--- src/rtl/instruction_fetch.sv ---
// Instruction fetch: single-outstanding imem read FSM with redirect, drop and halt handling.
// Optional FETCH_ALIGN_CHECK_EN: misaligned redirect targets halt fetch and set a sticky flag.
module instruction_fetch #(
  parameter logic [63:0] RESET_PC  = 64'h0,
  parameter logic [31:0] HALT_WORD = 32'h0000_0000
) (
  input  logic        clk,
  input  logic        reset,
  input  logic        redirect_valid,
  input  logic [63:0] redirect_target,
  output logic        imem_req,
  output logic [63:0] imem_addr,
  input  logic        imem_rvalid,
  input  logic [31:0] imem_rdata,
  output logic        out_valid,
  input  logic        out_ready,
  output logic [31:0] out_instruction,
  output logic [63:0] out_pc,
  output logic        halted,
  output logic        misaligned
);

  typedef enum logic [2:0] {IDLE, REQ, WAIT, DROP, OUT, HALT} state_t;

  state_t      r_state, w_state_next;
  logic [63:0] r_pc, w_pc_next;
  logic [31:0] r_instr, w_instr_next;
  logic [63:0] r_out_pc, w_out_pc_next;
  logic        r_misaligned, w_misaligned_next;
  logic [63:0] w_target;
  logic        w_bad_target;

`ifdef FETCH_ALIGN_CHECK_EN
  assign w_target     = redirect_target;
  assign w_bad_target = |redirect_target[1:0];
`else
  assign w_target     = redirect_target & 64'hFFFF_FFFF_FFFF_FFFC;
  assign w_bad_target = 1'b0;
`endif

  always_ff @(posedge clk) begin
    if (reset) begin
      r_state      <= IDLE;
      r_pc         <= RESET_PC;
      r_instr      <= '0;
      r_out_pc     <= '0;
      r_misaligned <= 1'b0;
    end else begin
      r_state      <= w_state_next;
      r_pc         <= w_pc_next;
      r_instr      <= w_instr_next;
      r_out_pc     <= w_out_pc_next;
      r_misaligned <= w_misaligned_next;
    end
  end

  always_comb begin
    w_state_next      = r_state;
    w_pc_next         = r_pc;
    w_instr_next      = r_instr;
    w_out_pc_next     = r_out_pc;
    w_misaligned_next = r_misaligned;
    // A bad target halts from any redirect-accepting state; pc keeps its old value.
    if (r_state != HALT && redirect_valid && w_bad_target) begin
      w_misaligned_next = 1'b1;
      w_state_next      = HALT;
    end else begin
      case (r_state)
        IDLE, REQ: begin
          w_state_next = (r_state == IDLE) ? REQ : WAIT;
          if (redirect_valid) begin
            w_pc_next    = w_target;
            w_state_next = REQ;
          end
        end
        WAIT: begin
          if (redirect_valid) begin
            w_pc_next    = w_target;
            w_state_next = imem_rvalid ? REQ : DROP;
          end else if (imem_rvalid) begin
            w_instr_next  = imem_rdata;
            w_out_pc_next = r_pc;
            w_state_next  = (imem_rdata == HALT_WORD) ? HALT : OUT;
          end
        end
        DROP: begin
          if (redirect_valid) w_pc_next = w_target;
          // Leave once the stale response is consumed, even if a redirect arrives with it.
          if (imem_rvalid) w_state_next = REQ;
        end
        OUT: begin
          if (redirect_valid) begin
            w_pc_next    = w_target;
            w_state_next = REQ;
          end else if (out_ready) begin
            w_pc_next    = r_pc + 64'd4;
            w_state_next = REQ;
          end
        end
        default: w_state_next = HALT;
      endcase
    end
  end

  assign imem_req        = (r_state == REQ);
  assign imem_addr       = imem_req ? r_pc : '0;
  assign out_valid       = (r_state == OUT);
  assign out_instruction = r_instr;
  assign out_pc          = r_out_pc;
  assign halted          = (r_state == HALT);
  assign misaligned      = r_misaligned;

endmodule

--- config.mk ---
export PLATFORM = sky130hd
export DESIGN_NAME = instruction_fetch
export DESIGN_NICKNAME = d
export VERILOG_FILES = /design/src/rtl/instruction_fetch.sv
export SDC_FILE = /design/constraint.sdc
export NUM_CORES = 1
export LEC_CHECK = 0
export CORE_MARGIN = 5
export CORE_UTILIZATION = 40
export CTS_CLUSTER_SIZE = 40
export DETAILED_ROUTE_END_ITERATION = 6
export GPL_ROUTABILITY_DRIVEN = 0
export GPL_TIMING_DRIVEN = 1
export PLACE_DENSITY_LB_ADDON = 0.15
export SETUP_SLACK_MARGIN = 0.4
export SLEW_MARGIN = 10
export SYNTH_ARGS = -nofsm -noshare
export SYNTH_HDL_FRONTEND = slang
export SYNTH_SLANG_ARGS = --single-unit
--- constraint.sdc ---
create_clock -name clk -period 3.1 [get_ports clk]
set_clock_uncertainty 0.1 [all_clocks]
set_input_delay 0.62 -clock clk [delete_from_list [all_inputs] [get_ports clk]]
set_output_delay 0.62 -clock clk [all_outputs]
set_load 0.005 [all_outputs]
==> impl_results.rst <==
.. list-table::
   :header-rows: 1

   * - Metric
     - Value
   * - Iteration-0 DRC count of the detailed router
     - just under 1000
   * - Num CTS Buffers
     - 17
   * - Worst skew pair latency
     - 0.43 ns
   * - Wire length after detailed routing
     - roughly 32000 um
   * - Area taken by multi-input logic gates
     - ~4800 um2
   * - Setup TNS Final
     - 0 ns
   * - Sequential fraction of the synthesis area
     - 0.3793
   * - Count of final max-slew check failures
     - 0
   * - Top-Level Pins
     - between 200 and 300
   * - Fmax achieved
     - 372.0 MHz
   * - Result of the run
     - finished, final reports clean
   * - Total power density per cell area
     - around 420 nW/um2
   * - Number of hold-slack violations in the final timing report
     - 0
   * - Top cells by instance count after synthesis
     - sky130_fd_sc_hd__nand2_1, sky130_fd_sc_hd__dfxtp_1, sky130_fd_sc_hd__a21oi_1
   * - Die height
     - 154.8 um
   * - Total Routing Usage GR
     - 0.2580
   * - Portion of total power attributed to sequential cells
     - 0.432
   * - Detailed-placement wirelength estimate
     - 22080 um
   * - Num Clock Sinks
     - 159
   * - Worst-case vdd ir drop
     - 0.0003982 V
   * - Critical Path Start Type
     - register
   * - Max Cap Violations
     - 0
   * - Number of buffers inserted by port buffering
     - 257
   * - Layout fillers
     - 1956
   * - Critical path fanouts, max
     - 10
   * - CTS H-tree depth
     - 4
   * - Shortest clock period the worst path allows after layout
     - 2.688 ns
   * - Async S/R FF share, synth
     - 0
   * - Cell type with the largest total area after synthesis
     - sky130_fd_sc_hd__dfxtp_1
   * - Cell internal power dissipation
     - 3712 uW
   * - Number of library cell types mapped by synthesis
     - 71
   * - Maximum buffer depth of the clock tree
     - 2
   * - TritonCTS clock tree
     - yes
   * - Endpoint required time on the critical path
     - 2.38 ns
   * - Post-route non-filler standard cell count
     - 1686
   * - Maximum number of pins on one net before global-route repair
     - 95
   * - Wirelength per Cell
     - around 19 um
   * - Lkg Pwr
     - 0.005015 uW
   * - Final routed DRC violation total
     - 0
   * - DR vias
     - around 9600
   * - Number of flops mapped to enable cells by yosys
     - 0
   * - Final nets
     - 1500
   * - Die outline area
     - 23980 um2
   * - Proportion of layout cells with a drive suffix above 1
     - 0.1155
   * - Critical path capture point type
     - primary output
   * - Root buffer cell
     - sky130_fd_sc_hd__clkbuf_16
   * - Switching power of the nets
     - around 1500 uW
   * - Via/cell ratio
     - 5.698
   * - Post-synth top area share
     - 0.3793
   * - Synthesized flop and latch total
     - 159
   * - Average footprint of a synthesized cell
     - around 7.3 um2
   * - Antenna violations before repair
     - 0
   * - PnR Total Power
     - around 5200 uW
   * - Post-synthesis instance area
     - 8392 um2
   * - Net Sw Frac
     - 0.2884
   * - Placed Cells incl. Taps
     - 1633
   * - Worst-Margin Slew
     - 0.6187 ns
   * - DRT Pass-1 Iters
     - 7
   * - Total number of placement rows
     - 53
   * - Register area
     - 3209 um2
   * - Die extent in x
     - about 150 um
   * - Unrepaired setup endpoints after global routing
     - yes
   * - Vias in the first global route
     - 9003
   * - Arrival time of the worst setup path
     - ~2.0 ns
   * - Core box area
     - 20820 um2
   * - # diodes
     - 0
   * - Headroom to the max-slew limit
     - 0.5837
   * - Post-Route Hold Slack
     - 0.3528 ns
   * - Starting density of the core
     - 0.4030
   * - Register clock-pin slew on the reported worst setup and hold paths
     - roughly 0.07 ns
   * - DRT antenna net count
     - 0
   * - Total gr overflow
     - 0
   * - Worst setup path category
     - reg -> out
   * - Primary FF master, synth
     - sky130_fd_sc_hd__dfxtp_1
   * - First-pass GRT wire length
     - 50210 um
   * - Signed area change from the synthesized netlist to the final layout
     - 47.76%
   * - Fraction of power consumed by the clock network
     - 0.401
   * - Cells after synthesis
     - 1151
   * - Most instantiated library cell after synthesis
     - sky130_fd_sc_hd__nand2_1
   * - Total setup violations reported at the end of the flow
     - 0
   * - Number of warnings reported in the yosys synthesis log
     - 0
   * - Final Cycle Share
     - 0.8672
   * - Hold-fix buffers at CTS
     - 0
   * - Comb pwr share
     - 0.167
   * - Largest cells by area after synthesis
     - sky130_fd_sc_hd__dfxtp_1, sky130_fd_sc_hd__nand2_1, sky130_fd_sc_hd__a21oi_1
   * - Share of the core filled with cells
     - 0.5955
   * - Worst hold path type
     - reg -> reg
-- registers in the layout, summed over array words and instances, names as in the netlist --
signal	cells
r_state	3
r_pc	62
out_instruction	32
out_pc	62
-- worst paths after layout --
path	start	endpoint	slack (ns)	depth (start not counted)
setup / recovery	r_state[2]$_SDFFE_PP0P_	imem_addr[9]	0.41	5
hold / removal	out_pc[51]$_SDFFE_PP0P_	out_pc[51]$_SDFFE_PP0P_	0.35	2
setup reg to reg	r_pc[14]$_SDFFE_PP0P_	r_pc[46]$_SDFFE_PP0P_	0.50	5
hold reg to reg	out_pc[51]$_SDFFE_PP0P_	out_pc[51]$_SDFFE_PP0P_	0.35	2
-- logic make-up (layout without fill, tap and decap cells) --
| group | Yosys count | count (layout) | synth area share |
|---|---|---|---|
| multiplexers | 7 | 7 | 0.008797 |
| buffers and inverters | 130 | 386 | 0.06411 |
| adder cells (fa/ha/maj) | 1 | 1 | 0.001491 |
| flip-flops | 159 | 159 | 0.3793 |
| AO/OA/AOI/OAI | 296 | 296 | 0.2140 |
| AND/OR/NAND/NOR | 557 | 557 | 0.3319 |
| other | 1 | 5 | 0.0004469 |
-- layout make-up --
type / count / share of cell area
well taps: 275 / 0.02775
inverters: 15 / 0.004944
clock inverters: 13 / 0.01039
clock buffers: 19 / 0.03572
multi-input cells: 866 / 0.3859
repair buffers: 339 / 0.2765
flip-flops and latches: 159 / 0.2588
-- power groups by stage --
stage          registers, uW  logic (uW)  clock network, uW
6_report                2250         873               2090
5_1_grt                 2260         941               2210
4_1_cts                 2240         828               2120
3_5_place_dp            2290         780                  0
3_3_place_gp            2290         773                  0
2_1_floorplan           2230         397                  0
-- cells in the final DEF (no fill, tap or decap), drive strengths merged, types with 8 or more instances in the layout --
master / count
nand2: 255
clkdlybuf4s50: 199
dfxtp: 159
a21oi: 142
buf: 81
and2: 57
dlymetal6s2s: 47
nor2: 44
nand3: 38
nor4: 37
o21ai: 35
nand4: 28
and3: 24
a31oi: 23
clkbuf: 21
inv: 19
nor3: 18
or3: 15
a22oi: 12
and4: 12
o211ai: 11
a211oi: 10
dlygate4sd2: 10
or4: 10
o22ai: 8
-- timing repair --
| item | CTS | global route |
|---|---|---|
| gates cloned | 2 | 2 |
| setup endpoints to repair | 66 | 58 |
| pin swaps | 1 | 2 |
| setup buffers | 7 | 10 |
| resized for setup | 30 | 64 |
-- routing by layer --
layer / part of all wire / vias to the layer above / wire, um / global-route usage
met2: 0.47 / 454 / 15260 / 0.4208
met3: 0.085 / 54 / 2737 / 0.05708
met4: 0.023 / 0 / 731 / 0.08957
li1: - / 4603 / - / -
met1: 0.42 / 4495 / 13600 / 0.3378
met5: 0 / - / 0 / 0
-- critical path: stages (launching register included) --
cell                              delay (ns)
sky130_fd_sc_hd__dfxtp_4                0.41
sky130_fd_sc_hd__nor3_4                 0.21
sky130_fd_sc_hd__buf_12                 0.16
sky130_fd_sc_hd__buf_6                  0.13
sky130_fd_sc_hd__and2_2                 0.13
sky130_fd_sc_hd__clkdlybuf4s50_1        0.49
-- per-stage QoR --
stage | setup WS [ns] | area, um2
after floorplan | 0.4200 | 8422
after global placement | 0.08589 | 11400
after detailed placement | 0.06436 | 11400
after CTS | 0.3365 | 12100
after global routing | 0.3679 | 12400
final | 0.4117 | 12400
Note: power is estimated with default switching activity, not from simulation.
